<file path="src/rtl/rv32_fetch_unit_pkg.sv">
// Shared rv32 fetch types: address/instruction words, fetch FSM states,
// the (instruction, pc) pair carried through the output stage, and a
// small alignment helper.
package rv32_fetch_unit_pkg;

   typedef logic [31:0] rv32_pc_cnt_t;
   typedef logic [31:0] rv32_instr_t;

   typedef enum logic [1:0] {
      ST_BOOT  = 2'd0,
      ST_RUN   = 2'd1,
      ST_FAULT = 2'd2
   } rv32_fetch_state_t;

   typedef struct packed {
      rv32_instr_t  instr;
      rv32_pc_cnt_t pc;
   } rv32_fetch_entry_t;

   localparam rv32_pc_cnt_t PC_STEP = 32'd4;

   // True when a byte address is on a 32-bit instruction boundary.
   function automatic logic pc_aligned(input rv32_pc_cnt_t pc);
      return (pc & rv32_pc_cnt_t'(3)) == '0;
   endfunction

endpackage

</file>
<file path="src/rtl/rv32_fetch_unit_if.sv">
// Instruction-memory read port: strobe and byte address out, read data
// back one cycle after the strobe.
interface rv32_fetch_unit_if;
   import rv32_fetch_unit_pkg::*;

   logic         imem_req;
   rv32_pc_cnt_t imem_addr;
   rv32_instr_t  imem_rdata;

   modport master (
      output imem_req,
      output imem_addr,
      input  imem_rdata
   );

   modport slave (
      input  imem_req,
      input  imem_addr,
      output imem_rdata
   );

endinterface

</file>
<file path="src/rtl/rv32_fetch_unit_skid_buf.sv">
// Registered instruction output plus a one-entry skid buffer. A response
// that lands while the output is held by a stall parks in the skid entry
// and moves to the output on the next transfer, so nothing is dropped or
// repeated. A flush empties both stages.
module rv32_fetch_skid_buf
   import rv32_fetch_unit_pkg::*;
(
   input  logic              clk,
   input  logic              rst,
   input  logic              flush,
   input  logic              stall,
   input  logic              in_valid,
   input  rv32_fetch_entry_t in_entry,
   output logic              out_valid,
   output rv32_fetch_entry_t out_entry,
   output logic              skid_full,
   output logic              xfer
);

   logic              out_valid_q;
   logic              skid_valid_q;
   rv32_fetch_entry_t out_q;
   rv32_fetch_entry_t skid_q;
   logic              load;

   // Stall only matters while something is being presented.
   assign xfer = out_valid_q && !stall;
   assign load = xfer || !out_valid_q;

   // Output stage refills from the skid entry first, else from the response.
   always_ff @(posedge clk) begin
      if (rst) begin
         out_valid_q  <= 1'b0;
         skid_valid_q <= 1'b0;
         out_q        <= '0;
         skid_q       <= '0;
      end else if (flush) begin
         out_valid_q  <= 1'b0;
         skid_valid_q <= 1'b0;
      end else if (load) begin
         if (skid_valid_q) begin
            out_valid_q  <= 1'b1;
            out_q        <= skid_q;
            skid_valid_q <= in_valid;
            if (in_valid) begin
               skid_q <= in_entry;
            end
         end else begin
            out_valid_q <= in_valid;
            if (in_valid) begin
               out_q <= in_entry;
            end
         end
      end else if (in_valid) begin
         skid_valid_q <= 1'b1;
         skid_q       <= in_entry;
      end
   end

   assign out_valid = out_valid_q;
   assign out_entry = out_q;
   assign skid_full = skid_valid_q;

endmodule

</file>
<file path="src/rtl/rv32_fetch_unit.sv">
// RV32 instruction fetch: sequential PC generation, redirect handling with
// misalignment fault, and a registered/skid-buffered instruction output.
module rv32_fetch_unit
   import rv32_fetch_unit_pkg::*;
#(
   parameter rv32_pc_cnt_t RESET_PC = 32'h0000_0000
) (
   input  logic                   clk,
   input  logic                   rst,
   input  logic                   rv32_has_new_pc,
   input  rv32_pc_cnt_t           rv32_next_pc_val,
   input  logic                   rv32_stall,
   rv32_fetch_unit_if.master      imem,
   output rv32_instr_t            rv32_instr,
   output rv32_pc_cnt_t           rv32_instr_pc,
   output logic                   rv32_instr_valid,
   output logic                   rv32_fetch_misalign,
   output logic [31:0]            rv32_fetch_cnt
);

   rv32_fetch_state_t state_q;
   rv32_pc_cnt_t      pc_q;
   rv32_pc_cnt_t      inflight_pc_q;
   logic              inflight_q;
   logic              misalign_q;
   logic [31:0]       cnt_q;

   logic              issue;
   logic              redirect_ok;
   logic              skid_full;
   logic              xfer;
   rv32_fetch_entry_t resp_entry;
   rv32_fetch_entry_t out_entry;

   assign redirect_ok = rv32_has_new_pc && pc_aligned(rv32_next_pc_val);

   // A request goes out only when its response is guaranteed a slot.
   assign issue = (state_q == ST_RUN) && !skid_full
                  && !(rv32_instr_valid && rv32_stall) && !rv32_has_new_pc;

   assign imem.imem_req  = issue;
   assign imem.imem_addr = pc_q;

   assign resp_entry = '{instr: imem.imem_rdata, pc: inflight_pc_q};

   // Fetch FSM, PC, in-flight tracking, fault flag and delivery counter.
   always_ff @(posedge clk) begin
      if (rst) begin
         state_q       <= ST_BOOT;
         pc_q          <= RESET_PC;
         inflight_q    <= 1'b0;
         inflight_pc_q <= '0;
         misalign_q    <= 1'b0;
         cnt_q         <= '0;
      end else begin
         if (xfer) begin
            cnt_q <= cnt_q + 32'd1;
         end
         inflight_q <= issue;
         if (issue) begin
            inflight_pc_q <= pc_q;
            pc_q          <= pc_q + PC_STEP;
         end
         if (rv32_has_new_pc) begin
            if (redirect_ok) begin
               state_q    <= ST_RUN;
               pc_q       <= rv32_next_pc_val;
               misalign_q <= 1'b0;
            end else begin
               state_q    <= ST_FAULT;
               misalign_q <= 1'b1;
            end
         end else if (state_q == ST_BOOT) begin
            state_q <= ST_RUN;
         end
      end
   end

   // Redirect flushes the output stage and the response landing this cycle.
   rv32_fetch_skid_buf u_skid (
      .clk       (clk),
      .rst       (rst),
      .flush     (rv32_has_new_pc),
      .stall     (rv32_stall),
      .in_valid  (inflight_q),
      .in_entry  (resp_entry),
      .out_valid (rv32_instr_valid),
      .out_entry (out_entry),
      .skid_full (skid_full),
      .xfer      (xfer)
   );

   assign rv32_instr          = out_entry.instr;
   assign rv32_instr_pc       = out_entry.pc;
   assign rv32_fetch_misalign = misalign_q;
   assign rv32_fetch_cnt      = cnt_q;

endmodule

</file>
<file path="src/flat_wrapper.sv">
// flat-port wrapper written by rule: the top's interface ports become plain ports
module rv32_fetch_unit_flat import rv32_fetch_unit_pkg::*;
#(
   parameter rv32_pc_cnt_t RESET_PC = 32'h0000_0000
)
  (clk, rst, rv32_has_new_pc, rv32_next_pc_val, rv32_stall, rv32_instr, rv32_instr_pc, rv32_instr_valid, rv32_fetch_misalign, rv32_fetch_cnt, imem_imem_req, imem_imem_addr, imem_imem_rdata);
  rv32_fetch_unit_if imem_i ();
  input  logic clk;
  input  logic rst;
  input  logic rv32_has_new_pc;
  input  rv32_pc_cnt_t rv32_next_pc_val;
  input  logic rv32_stall;
  output rv32_instr_t rv32_instr;
  output rv32_pc_cnt_t rv32_instr_pc;
  output logic rv32_instr_valid;
  output logic rv32_fetch_misalign;
  output logic [31:0] rv32_fetch_cnt;
  output wire logic [$bits(imem_i.imem_req)-1:0] imem_imem_req;
  output wire logic [$bits(imem_i.imem_addr)-1:0] imem_imem_addr;
  input wire logic [$bits(imem_i.imem_rdata)-1:0] imem_imem_rdata;
  assign imem_imem_req = imem_i.imem_req;
  assign imem_imem_addr = imem_i.imem_addr;
  assign imem_i.imem_rdata = imem_imem_rdata;
  rv32_fetch_unit #(.RESET_PC(RESET_PC)) u_core (.clk(clk), .rst(rst), .rv32_has_new_pc(rv32_has_new_pc), .rv32_next_pc_val(rv32_next_pc_val), .rv32_stall(rv32_stall), .imem(imem_i), .rv32_instr(rv32_instr), .rv32_instr_pc(rv32_instr_pc), .rv32_instr_valid(rv32_instr_valid), .rv32_fetch_misalign(rv32_fetch_misalign), .rv32_fetch_cnt(rv32_fetch_cnt));
endmodule
</file>
<file path="config.mk">
export PLATFORM = sky130hd
export DESIGN_NAME = rv32_fetch_unit_flat
export DESIGN_NICKNAME = d
export VERILOG_FILES = /design/src/rtl/rv32_fetch_unit_pkg.sv /design/src/rtl/rv32_fetch_unit_if.sv /design/src/rtl/rv32_fetch_unit_skid_buf.sv /design/src/rtl/rv32_fetch_unit.sv /design/src/flat_wrapper.sv
export SDC_FILE = /design/constraint.sdc
export NUM_CORES = 1
export LEC_CHECK = 0
export CAP_MARGIN = 10
export CORE_MARGIN = 4
export CORE_UTILIZATION = 51
export DETAILED_ROUTE_END_ITERATION = 8
export PLACE_DENSITY_LB_ADDON = 0.05
export SETUP_SLACK_MARGIN = 0.15
export SYNTH_ARGS = -nofsm -noshare
export SYNTH_HDL_FRONTEND = slang
export SYNTH_SLANG_ARGS = --single-unit
</file>
<file path="constraint.sdc">
create_clock -name clk -period 2.22 [get_ports clk]
set_input_delay 0.222 -clock clk [delete_from_list [all_inputs] [get_ports clk]]
set_output_delay 0.222 -clock clk [all_outputs]
set_load 0.03 [all_outputs]
</file>
# Yosys cells after proc, flatten, opt, wreduce, memory -nomap -nowiden
# Cells that the tools add are included.
# word_totals
register_bits	230
in_bits	68
output_inout_bits	131
elab_cells	53
# op_classes
n_addsub	2
n_eq_ne	2
mux	16
bitwise_logic	1
reduce_logical	20
# ops
operator	n
$mux 64	5
$mux 32	3
$add 32x1->32 const B	1
$add 32x3->32 const B	1
$logic_not 32->1	1
$logic_and 1x1->1	6
$mux 2	3
$reduce_bool 2->1	3
$logic_not 1->1	5
$mux 1	5
$reduce_and 3->1	1
$eq 2x1->1 const B	1
$logic_not 2->1	1
$ne 2x2->1 const B	1
$reduce_and 2->1	1
$reduce_or 2->1	1
$logic_or 1x1->1	1
$not 1->1	1

# Longest topological paths before layout
# Gate-level depths: netlist of run 1.
# depth
word_depth	7
ltp_mapped	8
depth_no_buf	6

# Modules after synthesis
# A second synthesis of run 1 with hierarchy kept.
# hier_totals
cells_unflattened	1169
area_unflattened_um2	10501.3
# by_module_without_submodules
module	n_inst	cells_each	area_per_inst_um2	seq_area_each_um2
rv32_fetch_skid_buf	1	651	6199.7	2602.5
rv32_fetch_unit	1	518	4301.6	2001.9

# Worst setup path after synthesis of run 1
# Ideal clock, no wire load.
# synth_path
path_type	register to register
startpoint	reg u_core.pc_q[19] (netlist: u_core.imem.imem_addr[19])
endpoint	reg u_core.pc_q[31] (netlist: u_core.imem.imem_addr[31])
setup_time_ns	0.062
arrival_ns	1.906
required_ns	2.158
setup_slack_ns	0.252
stages_incl_launch_ff	6
path_buffers	0
synth_period_minus_slack_ns	1.968
path_cell_list	dfxtp_1 and4_2 nand4_1 or2_2 or4_1 nand3_1
# synth_between
elab_chain_cells	4
# synth_lines
item	line	text
start, declared	rv32_fetch_unit.sv:22	rv32_pc_cnt_t pc_q;
start signal, assigned	rv32_fetch_unit.sv:62	pc_q <= pc_q + PC_STEP;
start signal, assigned	rv32_fetch_unit.sv:67	pc_q <= rv32_next_pc_val;
$add 32x3->32 *	rv32_fetch_unit.sv:62	
$mux 32 *	rv32_fetch_unit.sv:60	if (issue) begin
$mux 32	rv32_fetch_unit.sv:65	if (redirect_ok) begin
$mux 32 *	rv32_fetch_unit.sv:64	if (rv32_has_new_pc) begin
# Mark *: on every way between the ends. The rest lies on a longest branch, timed or not.
# A chain may end at the register's enable or synchronous reset.

# Worst setup path in the final report of run 1
# layout_path
startpoint	reg u_core.pc_q[28] (netlist: u_core.imem.imem_addr[28])
endpoint	out imem_imem_addr[28]
# layout_rtl
item	line	text
end, declared	flat_wrapper.sv:19	output wire logic [$bits(imem_i.imem_addr)-1:0] imem_imem_addr;
# No word-level cell between the ends.

==> key figures, run 1 <==
Logic synthesis
  – Post-synth ARST share: 0
  – XOR/XNOR Fraction of Synth Area: 0.0514
  – Post-synth top area cell: dfxtp_1
  – Cell Area, Synth: 9370 sq um
  – Post-synth EDFFs: 0
  – Main combinational cell family by area after synthesis: simple AND/OR/NAND/NOR gates
  – Synth Area in Adders: 0.00267
  – Syn Nets: approximately 1,200
  – Post-Synth Simple-Gate Area: 0.210
  – Syn_area_per_cell: approximately 8.5 sq um
  – Post-synth top area share: 0.492
  – Top FF cell, synth: dfxtp_1
  – Complex-gate fraction of the synthesized area: 0.135
  – Syn Inst Count: roughly 1,100
  – Unique masters post-synth: 44
  – Share of the yosys chip area belonging to registers: 0.492
  – Yosys reg bits: 230
  – Main area contributors after synthesis: dfxtp_1 49%, nand2_1 8.8%, a211oi_1 7.1%, mux2i_1 6.9%, a21oi_1 5.3%
  – Mux cell area share after synthesis: 0.0695
  – Yosys warns: 0

CTS
  – CTS tree: done
  – Clk buf depth: 3
  – Clk sinks: 230
  – Skew-Pair Late Insertion Delay: between 0.5 and 0.6 ns
  – CTS buffer count: 24
  – Clk root buf: clkbuf_16
  – # hold bufs at CTS: 0
  – H-tree levels: 1
  – Worst-path clk slew: ~0.060 ns

GRT
  – Remaining Overflow, GRT: 0
  – Largest net degree at the start of global routing: 86
  – Initial antenna violation count: 0
  – All-Layer GR Usage: 0.227
  – Number of global-route vias before repair: approximately 8,000
  – First-pass GRT wire length: around 39,000 microns

STA
  – Max Clock Skew: around 0.012 ns
  – F_max: ~500 MHz
  – Least-Margin Pin Slew: 0.496 ns
  – Final Hold Viols: 0
  – Post-route setup slack: 0.223 ns
  – Final hold slack: roughly 0.12 ns
  – Max-slew headroom: 0.669
  – Final Cycle Share: 0.900
  – Max-slew violation count: 0
  – Minimum clock period: about 2 ns
  – RSZ-0062 raised after global routing: yes
  – Count of final setup violators: 0

Die
  – Chip width: roughly 140 microns
  – Die footprint: approximately 20,000 sq um
  – FP Rows: between 40 and 50
  – CORE AREA: 18,000 sq um
  – Starting Density: 0.520
  – I/O pin count: just under 200
  – Die height: between 100 and 150 microns

Place
  – Hpwl dp: around 16,000 microns
  – Port-buffer cells: just under 200
  – GPL Wtd Cong: 0.810
  – Pre-CTS WS: -0.00405 ns

Setup path
  – Crit path DAT: roughly 1.8 ns
  – Buf+Inv Stages, Crit Path: 1
  – CP max stage delay: ~0.74 ns
  – Slowest cell on the critical path: clkdlybuf4s50_1
  – Critical Path Source Type: flop
  – Crit-path max FO: 5
  – Critical Path RT: about 2.0 ns
  – Largest delay share family, worst path: buffers and inverters
  – Critical path class: flop to primary output
  – Crit end category: primary output
  – Worst path cell trace: clkdlybuf4s50_1

Detailed routing
  – TritonRoute pass-1 iters: 4
  – Avg WL per Cell: ~16 microns
  – WL final: 24,000 microns
  – Vias per Instance: around 5.4
  – Antenna viol nets, final: 0
  – DR iter-0 viols: between 300 and 400
  – DRC: 0
  – DR vias: 8,242

Power
  – Lkg Pwr: slightly below 0.004 uW
  – Pwr Density: roughly 690 nW/um^2
  – Final Power: 8640 uW
  – Peak VDD IR: approximately 0.53 mV

Final layout
  – Diodes inserted: 0
  – Area delta synth->final: 33.3%
  – Filler cell count: 1,522
  – Share of cells above drive strength 1: 0.0739
  – Nets@finish: around 1,400

Run
  – Max cap viols: 0

Status
  – Status: finished clean

Hold path
  – Hold Crit Class: input port to flop
==> worst paths after layout <==
| path | from | to | slack, ns | cells after the start |
|---|---|---|---|---|
| setup / recovery | u_core.imem.imem_addr[28]$_SDFF_PP0_ | imem_imem_addr[28] | 0.22 | 1 |
| hold / removal | rst | u_core.inflight_q$_SDFF_PP0_ | 0.12 | 2 |
| setup reg to reg | u_core.imem.imem_addr[19]$_SDFF_PP0_ | u_core.imem.imem_addr[31]$_SDFF_PP0_ | 0.27 | 5 |
| hold reg to reg | u_core.u_skid.skid_q[33]$_SDFFE_PP0P_ | u_core.u_skid.skid_q[33]$_SDFFE_PP0P_ | 0.45 | 2 |
==> logic make-up after synthesis <==
family | Yosys count
simple gates | 452
flops | 230
compound gates | 203
buf+inv | 92
mux | 65
xor+xnor | 55
fa+ha+maj | 2
==> flip-flops by register name, summed over array words and instances (netlist names), 2 cells and up <==
name / count
u_core.imem.imem_addr: 32
u_core.u_skid.skid_q: 64
u_core.rv32_fetch_cnt: 32
u_core.state_q: 2
u_core.inflight_pc_q: 32
u_core.u_skid.out_entry: 64
==> area by class of cell <==
cell class                      instances  area, sq um  area share
Clock buffer                           37          721      0.0577
Timing Repair Buffer                  240         2400       0.192
Clock inverter                          2         10.0    0.000802
Multi-Input combinational cell        777         4420       0.354
Tap cell                              229          287      0.0229
Inverter                               13         48.8     0.00391
Sequential cell                       230         4610       0.369
==> timing repair <==
item | in CTS | in global routing
gates resized for setup | 3 | 3
pin swaps | 0 | 1
buffers inserted | 0 | 1
setup endpoints to repair | 1 | 3
==> layer usage <==
metal / global-route usage / part of all wire
met5: 0 / 0
met4: 0.0828 / 0.033
met3: 0.0326 / 0.045
met2: 0.408 / 0.50
met1: 0.276 / 0.42
==> metrics by stage <==
| stage | util | TNS (ns) | instances | instance area [sq um] |
|---|---|---|---|---|
| 2_1_floorplan | - | 0 | 1099 | 9370 |
| 3_3_place_gp | 0.651 | 0 | 1488 | 11700 |
| 3_5_place_dp | 0.651 | -0.00405 | 1488 | 11700 |
| 4_1_cts | 0.692 | 0 | 1527 | 12500 |
| 5_1_grt | 0.693 | 0 | 1528 | 12500 |
| 6_report | 0.693 | 0 | 1528 | 12500 |
==> Yosys cell counts (all sizes together) (3+ instances only) <==
| cell type | number |
|---|---|
| o21ai | 9 |
| and2 | 6 |
| inv | 13 |
| or3 | 6 |
| nand2 | 219 |
| nor3 | 25 |
| and3 | 3 |
| xnor2 | 34 |
| nor4 | 9 |
| nand3 | 20 |
| dfxtp | 230 |
| a21oi | 101 |
| nand4 | 18 |
| xor2 | 21 |
| clkbuf | 59 |
| nor2 | 128 |
| mux2i | 65 |
| a311oi | 3 |
| and4 | 8 |
| a211oi | 88 |
| buf | 20 |
==> where the power goes <==
group | internal, uW | total [uW] | leakage (uW) | switching (uW)
Clock | 2210 | 3770 | 0.000360 | 1560
Sequential | 4190 | 4240 | 0.00186 | 54.9
Combinational | 294 | 635 | 0.00172 | 342
==> layout by cell type (no fill, tap or decap), types with 3 or more instances in the layout <==
| master | instances |
|---|---|
| a211oi_1 | 88 |
| a21oi_1 | 100 |
| a311oi_1 | 3 |
| and2_1 | 5 |
| and3_1 | 3 |
| and4_1 | 6 |
| buf_12 | 8 |
| buf_4 | 35 |
| clkbuf_1 | 7 |
| clkbuf_16 | 25 |
| clkbuf_8 | 5 |
| clkdlybuf4s50_1 | 196 |
| dfxtp_1 | 228 |
| inv_1 | 12 |
| mux2i_1 | 65 |
| nand2_1 | 218 |
| nand3_1 | 19 |
| nand4_1 | 18 |
| nor2_1 | 128 |
| nor3_1 | 22 |
| nor4_1 | 7 |
| o21ai_0 | 9 |
| or3_1 | 4 |
| xnor2_1 | 34 |
| xor2_1 | 21 |
(Power assumes the default switching activity.)
==> run 2: changes to the inputs <==
CORE_UTILIZATION = 46   (was 51)
clock period = 1.6 ns   (was 2.22 ns; I/O delays follow)
==> key figures, run 2 (synthesized netlist as in run 1, its figures left out) <==
Place
  – GPL Wtd Cong: about 0.83
  – Pre-CTS WS: -0.537 ns
  – Cell area after placement: 12,700 sq um
  – Port-buffer cells: around 200
  – Hpwl dp: approximately 17,000 microns
  – Placed Instances: 1,583

GRT
  – First-pass GRT wire length: 44,800 microns
  – Remaining Overflow, GRT: 0
  – All-Layer GR Usage: 0.243
  – Number of global-route vias before repair: between 8,000 and 9,000
  – Largest net degree at the start of global routing: between 90 and 100
  – Initial antenna violation count: 0

Setup path
  – Crit end category: flop
  – Worst reg-to-reg setup slack: -0.24 ns
  – Terminus of the critical flop-to-flop path: u_core.imem.imem_addr[31]$_SDFF_PP0_
  – CP max stage delay: 0.44 ns
  – Crit path DAT: ~2.3 ns
  – Critical Path RT: roughly 2.1 ns
  – Worst r2r src: u_core.u_skid.out_valid$_SDFFE_PP0N_
  – Worst path cell trace: a21oi_4, buf_6, nand4_1, or3_1, or4_1, nand3_1
  – Critical path class: flop to flop
  – Slowest cell on the critical path: or4_1
  – Crit-path max FO: 3
  – Largest delay share family, worst path: simple AND/OR/NAND/NOR gates
  – R2r worst-path depth: 6
  – Buf+Inv Stages, Crit Path: 1
  – Critical Path Source Type: flop

Die
  – CORE AREA: 19,700 sq um
  – Starting Density: 0.475
  – Die height: ~150 microns
  – Chip width: 151 microns
  – Die footprint: roughly 23,000 sq um
  – I/O pin count: 199
  – FP Rows: 51

Detailed routing
  – Avg WL per Cell: around 21 microns
  – Vias per Instance: about 5.6
  – WL final: around 36,000 microns
  – Antenna viol nets, final: 0
  – DR iter-0 viols: 580
  – TritonRoute pass-1 iters: 5
  – DRC: 0
  – DR vias: roughly 9,700

Final layout
  – Diodes inserted: 0
  – Most frequent cells in the layout: 183 x dfxtp_1, 144 x nand2_1, 104 x nor2_1
  – Share of cells above drive strength 1: 0.431
  – Util after Layout: 0.834
  – Commonest non-fill, non-tap cell in the layout: dfxtp_1
  – Fin area: 16,400 sq um
  – Nets@finish: roughly 1,500
  – Fin cells: roughly 1,700
  – Area delta synth->final: 75.6%

CTS
  – H-tree levels: 1
  – CTS buffer count: 25
  – Clk sinks: 230
  – Worst-path clk slew: about 0.06 ns
  – Clk root buf: clkbuf_16
  – CTS tree: done
  – Skew-Pair Late Insertion Delay: 0.52 ns
  – Clk buf depth: 3

STA
  – Post-route setup slack: -0.241 ns
  – RSZ-0062 raised after global routing: yes
  – Max-slew violation count: 0
  – Count of final setup violators: ~150
  – Max-slew headroom: 0.602
  – F_max: around 540 MHz
  – Max Clock Skew: approximately 0.015 ns
  – Minimum clock period: 1.84 ns
  – Least-Margin Pin Slew: 0.598 ns
  – Final Hold Viols: 0
  – Setup_tns: -20.84 ns
  – Final Cycle Share: 1.15

Hold path
  – Hold Crit Depth: 3
  – Hold Crit Class: input port to flop
  – Critical hold path startpoint: rv32_next_pc_val[29]
  – Hold path endpoint: u_core.imem.imem_addr[29]$_SDFF_PP0_

Power
  – Lkg Pwr: 0.00638 uW
  – Peak VDD IR: between 0.7 and 0.8 mV
  – Pwr Density: ~770 nW/um^2

Status
  – Failing checks: negative setup slack
  – Status: finished, violations left

Run
  – Max cap viols: 0
run 2: cell count changes in the layout (fill, tap and decap cells not counted), sizes merged:
cell | previous run | this run
buf | 44 | 201
clkdlybuf4s50 | 196 | 66
dlygate4sd2 | 0 | 60
clkdlybuf4s15 | 0 | 48
clkbuf | 37 | 53
clkinv | 2 | 3
dlygate4sd3 | 0 | 1
or3 | 6 | 7
or4 | 2 | 3
run 2: worst max path at each step:
stage	startpoint	to	slack (ns)	depth (start not counted)
6_report	u_core.u_skid.out_valid$_SDFFE_PP0N_	u_core.imem.imem_addr[31]$_SDFF_PP0_	-0.24	6
5_1_grt	u_core.u_skid.out_valid$_SDFFE_PP0N_	u_core.imem.imem_addr[31]$_SDFF_PP0_	-0.29	6
4_1_cts	u_core.u_skid.out_valid$_SDFFE_PP0N_	u_core.imem.imem_addr[31]$_SDFF_PP0_	-0.13	6
3_3_place_gp	rv32_stall	u_core.rv32_fetch_cnt[13]$_SDFFE_PP0P_	-0.47	6
3_5_place_dp	rv32_stall	u_core.rv32_fetch_cnt[15]$_SDFFE_PP0P_	-0.54	6
2_1_floorplan	u_core.u_skid.out_valid$_SDFFE_PP0N_	u_core.rv32_fetch_cnt[11]$_SDFFE_PP0P_	-0.10	5
run 2: routing by layer:
layer | vias up | GRT usage | part of all wire
met5 | - | 0 | 0
met4 | 0 | 0.0675 | 0.043
met3 | 131 | 0.0367 | 0.059
met2 | 342 | 0.434 | 0.51
met1 | 4742 | 0.304 | 0.39
li1 | 4474 | - | -
run 2: metrics by stage:
stage	power (uW)	hold slack [ns]
after CTS	12500	0.208
final	12700	0.214
after floorplan	6410	0.269
after detailed placement	6940	0.446
after global routing	13000	0.219
after global placement	6940	0.441
run 2: final cells by class:
class	instances	area, sq um
Inverter	13	51.3
Timing Repair Buffer	391	4420
Clock buffer	38	786
Tap cell	265	332
Clock inverter	3	15.0
Fill cell	1101	3280
Sequential cell	230	4750
Multi-Input combinational cell	779	6090
run 2: worst min-delay path: cells and delay by family:
family | cells | cell delay, ns
compound gates | 1 | 0.06
buf+inv | 1 | 0.40
simple gates | 1 | 0.07
run 2: timing repair:
action / in CTS / in global routing
gates resized for setup: 391 / 348
hold buffers: 1 / 0
setup endpoints to repair: 341 / 246
buffers inserted: 32 / 25
pin swaps: 67 / 190
gates cloned: 15 / 22
hold endpoints to repair: 2 / 0
run 2: where the power goes:
part	internal, uW	leakage, uW	switching [uW]	total (uW)
Combinational	514	0.00409	652	1170
Clock	3340	0.000400	2320	5660
Sequential	5780	0.00189	67.6	5840
